## src/rtl/bus_select_encoder.sv

```systemverilog
// -----------------------------------------------------------------------------
// bus_select_encoder
//
// Turns the one-hot bus-driver "out" strobes of the datapath into the select
// code for the shared bus multiplexer. The select path is purely combinational
// so the mux settles in the same cycle the control unit raises a strobe.
// A small clocked monitor captures the first driver conflict since reset.
//
// Ports:
//   clock               in   rising-edge clock for the conflict monitor
//   clear               in   asynchronous active-high reset (monitor only)
//   Encoder_signals_in  in   N_IN driver strobes, bit i = source i drives bus
//   Encoder_signals_out out  select code: highest set index, IDLE_CODE if none
//   valid               out  at least one strobe active
//   multi_hot           out  two or more strobes active
//   conflict_sticky     out  set on first edge that sees multi_hot, held
//   conflict_code       out  select code captured at that first conflict
// -----------------------------------------------------------------------------
module bus_select_encoder #(
    parameter int N_IN      = 24,
    parameter int W_OUT     = 5,
    parameter int IDLE_CODE = 31
) (
    input  logic             clock,
    input  logic             clear,
    input  logic [N_IN-1:0]  Encoder_signals_in,
    output logic [W_OUT-1:0] Encoder_signals_out,
    output logic             valid,
    output logic             multi_hot,
    output logic             conflict_sticky,
    output logic [W_OUT-1:0] conflict_code
);

    logic [W_OUT-1:0] enc_code;
    logic             any_hot;
    logic             many_hot;

    logic             sticky_q, sticky_d;
    logic [W_OUT-1:0] code_q,   code_d;

    // Priority encode: ascending scan, so the last hit (highest index) wins.
    always_comb begin
        enc_code = W_OUT'(IDLE_CODE);
        for (int i = 0; i < N_IN; i++) begin
            if (Encoder_signals_in[i]) begin
                enc_code = W_OUT'(i);
            end
        end
    end

    // Popcount >= 2 without an adder tree: a set bit seen after any earlier
    // set bit means at least two are high. Kept separate from the priority
    // scan so conflict detection does not depend on the winner.
    always_comb begin
        any_hot  = 1'b0;
        many_hot = 1'b0;
        for (int i = 0; i < N_IN; i++) begin
            if (Encoder_signals_in[i]) begin
                if (any_hot) begin
                    many_hot = 1'b1;
                end
                any_hot = 1'b1;
            end
        end
    end

    assign Encoder_signals_out = enc_code;
    assign valid               = any_hot;
    assign multi_hot           = many_hot;

    // Monitor: only the first conflict is recorded; later ones leave the
    // captured code untouched until clear.
    always_comb begin
        sticky_d = sticky_q;
        code_d   = code_q;
        if (many_hot && !sticky_q) begin
            sticky_d = 1'b1;
            code_d   = enc_code;
        end
    end

    always_ff @(posedge clock or posedge clear) begin
        if (clear) begin
            sticky_q <= 1'b0;
            code_q   <= '0;
        end else begin
            sticky_q <= sticky_d;
            code_q   <= code_d;
        end
    end

    assign conflict_sticky = sticky_q;
    assign conflict_code   = code_q;

endmodule

```

## config.mk

```make
export PLATFORM = sky130hd
export DESIGN_NAME = bus_select_encoder
export DESIGN_NICKNAME = d
export VERILOG_FILES = /design/src/rtl/bus_select_encoder.sv
export SDC_FILE = /design/constraint.sdc
export NUM_CORES = 1
export LEC_CHECK = 0
export BUFFER_PORTS_ARGS = -buffer_cell sky130_fd_sc_hd__buf_4
export CELL_PAD_IN_SITES_DETAIL_PLACEMENT = 1
export CELL_PAD_IN_SITES_GLOBAL_PLACEMENT = 1
export CORE_UTILIZATION = 33
export DETAILED_ROUTE_END_ITERATION = 10
export GPL_TIMING_DRIVEN = 1
export PLACE_DENSITY = 0.87
export SLEW_MARGIN = 20
export SYNTH_ARGS = -nofsm -noshare
export SYNTH_HDL_FRONTEND = slang
export SYNTH_SLANG_ARGS = --single-unit
export TNS_END_PERCENT = 30
```

## constraint.sdc

```tcl
create_clock -name clock -period 2.6 [get_ports clock]
set_input_delay 0.52 -clock clock [delete_from_list [all_inputs] [get_ports clock]]
set_output_delay 0.52 -clock clock [all_outputs]
set_load 0.03 [all_outputs]
```

==> reports/results.ini <==
[worst_setup_path]
r2r_start = conflict_sticky
r2r_cells = 2
worst-setup-path-type = input port to primary output
timing.critical_path.arrival_ns = 1.98
crit_path_start_kind = input port
r2r_slack_ns = 1.48
worstReg2RegEnd = conflict_code[3]
worstSetupEndpointType = primary output
required_ns = 2.08
critPathMaxFanout = 7

[cts]
hold_buffers = 0
cts_buffers = 3
cts.path.max_buffers = 2
post_cts_buffers = 0
cts_root_buf = clkbuf_4
cts.sinks = 6
cts_tree = done
htreeDepth = 1
clkTransAtPathRegs_ns = 0.04
cts.repair.resized = 0
worstSkewPairLatency_ns = 0.24

[yosys]
ys_types = 33
synth_edf_count = 0
synth_top_cell_area_share_pct = 19.9
ys_ff_latch = 6
syn_area_um2 = 756
avgSynthCellArea_um2 = 7.79
synth_common_cells = nor2_1 (17), o21ai_0 (8), a21oi_1 (7), nand2_1 (7)
yosys_warnings = 0
yosysTopAreaCell = dfrtp_1
synth_area_leaders = dfrtp_1 (20%), mux2_4 (9.9%), nor2_1 (8.4%)
synth_nets = 123
synth_seq_area_share_pct = 19.9
synthFlopType = dfrtp_1
ys_async_sr_fraction_pct = 100
synth_cells = 97
yosysMostFrequentCell = nor2_1

[grt]
grt_pass1_vias = 893
grt_first_pass_wirelength_mm = 4.07
grt-ovfl-total = 0
grt_max_degree = 8
globalRouteTotalUtil_pct = 21.1
antenna_found_initial = 0

[place]
dp_worst_setup_slack_ns = 0.111
dpl.hpwl_mm = 2.09
numPortBuffers = 38
place_congestion = 0.857

[sta]
drv_slew = 0
layout_setup_ws_ns = 0.0980
min_period_ns = 2.50
tightest_slew_ns = 0.518
period_share_pct = 96.2
relSlewSlack_pct = 65.0
fmax_ghz = 0.400
rsz0062_at_grt = no
finalHoldViolations = 0
setup_viol = 0
setup-tns-final_ns = 0
skew_ns = 0.000537

[finish]
area_delta_synth_final_pct = 48.2
diodes = 0
n_fill_cell = 263
final_nets = 169
drive_above_1_share_pct = 39.0

[routing]
dr_total_vias = 938
vias_per_cell = 5.58
drt_iter0_drc = 8
first_pass_iters = 4
drc = 0
routed_wirelength_mm = 2.46
avgRoutedWirePerCell_um = 14.7
ant_nets = 0

[pwr]
seq_power_share_pct = 31.9
swShare_pct = 33.6
combPwrFrac_pct = 40.8
p_per_area_nw_per_um2 = 273
p_sw_uw = 103
p_clk_share_pct = 27.3
vdd_ir_drop_max_mv = 0.168
p_leak_uw = 0.000466
internal_power_uw = 203

[run_status]
outcome = finished clean

[job]
maxCapViolCount = 0

[die]
io_pins = 39
die_width_um = 49.9
coreArea_um2 = 2060
die_area_um2 = 2490
rows = 16
initial_core_util_pct = 36.7
die_y_um = 49.9

[min_path]
holdCritPathClass = input port to async pin

-- layout make-up --
class	instances	area [um^2]	share of cell area (%)
clock buffer	3	22.5	2.01
multi-input combinational	85	583	52.1
inverter	6	22.5	2.01
timing repair buffer	41	308	27.5
sequential	6	150	13.4
tap	27	33.8	3.02
-- flip-flops by register name (all words and copies together) (netlist names) --
register	flops
conflict_sticky	1
conflict_code	5
-- metrics by stage --
stage / hold slack (ns) / utilization (%) / std cells / power (uW) / cell area (um^2)
6_report: 0.200 / 54.3 / 168 / 306 / 1120
5_1_grt: 0.202 / 54.3 / 168 / 329 / 1120
4_1_cts: 0.208 / 54.3 / 168 / 308 / 1120
3_5_place_dp: 0.461 / 53.2 / 165 / 223 / 1100
3_3_place_gp: 0.444 / 53.2 / 165 / 220 / 1100
2_1_floorplan: 0.311 / - / 97 / 149 / 756
-- placed cells by master, fill, tap and decap left out, drive strengths merged --
cell and n:
buf 41, nor2 17, o21ai 8, a21oi 8
nand2 7, nor3 7, inv 6, dfrtp 6
mux2 5, nor4 5, o31ai 3, nand4 3
clkbuf 3, nand2b 2, a31oi 2, a22oi 2
maj3 2, o2111a 1, a222oi 1, o2111ai 1
a22o 1, a221o 1, o311ai 1, o22ai 1
and4bb 1, nand3 1, and3 1, or2 1
a21boi 1, o41ai 1, or2b 1
-- layer usage --
metal / GRT usage (%) / up-vias / part of all wire [%]
li1: - / 466 / -
met1: 27.0 / 441 / 45
met2: 38.1 / 29 / 51
met3: 1.85 / 2 / 3.6
met4: 4.29 / 0 / 0.41
met5: 0 / - / 0
-- cells by family after synthesis --
kind of cell,Yosys count,share of synthesized area (%)
fa+ha+maj,2,2.65
mux,5,9.93
buf+inv,6,2.98
flops,6,19.9
compound gates,32,29.3
simple gates,46,35.3
-- worst max path at each step --
stage	start	end	slack, ns	depth (start not counted)
finish	Encoder_signals_in[0]	multi_hot	0.1	7
floorplan	Encoder_signals_in[16]	Encoder_signals_out[1]	0.06	3
detailed placement	Encoder_signals_in[0]	multi_hot	0.11	7
global placement	Encoder_signals_in[0]	multi_hot	0.17	7
CTS	Encoder_signals_in[0]	multi_hot	0.09	7
global route	Encoder_signals_in[0]	multi_hot	0.02	7
-- power by group through the flow --
stage / registers, uW / logic, uW / clock network [uW]
6_report: 97.5 / 125 / 83.6
4_1_cts: 97.6 / 125 / 85.9
3_3_place_gp: 99.0 / 121 / 0
3_5_place_dp: 99.0 / 124 / 0
2_1_floorplan: 104 / 45.3 / 0
5_1_grt: 97.6 / 136 / 95.5
-- critical path: stages --
cell and delay, ns:
buf_4 0.13, nor4_4 0.41, a22o_1 0.21, o311ai_1 0.09, and4bb_1 0.34, nand2_1 0.10
buf_4 0.18
Power figures use the tool's default switching activity.
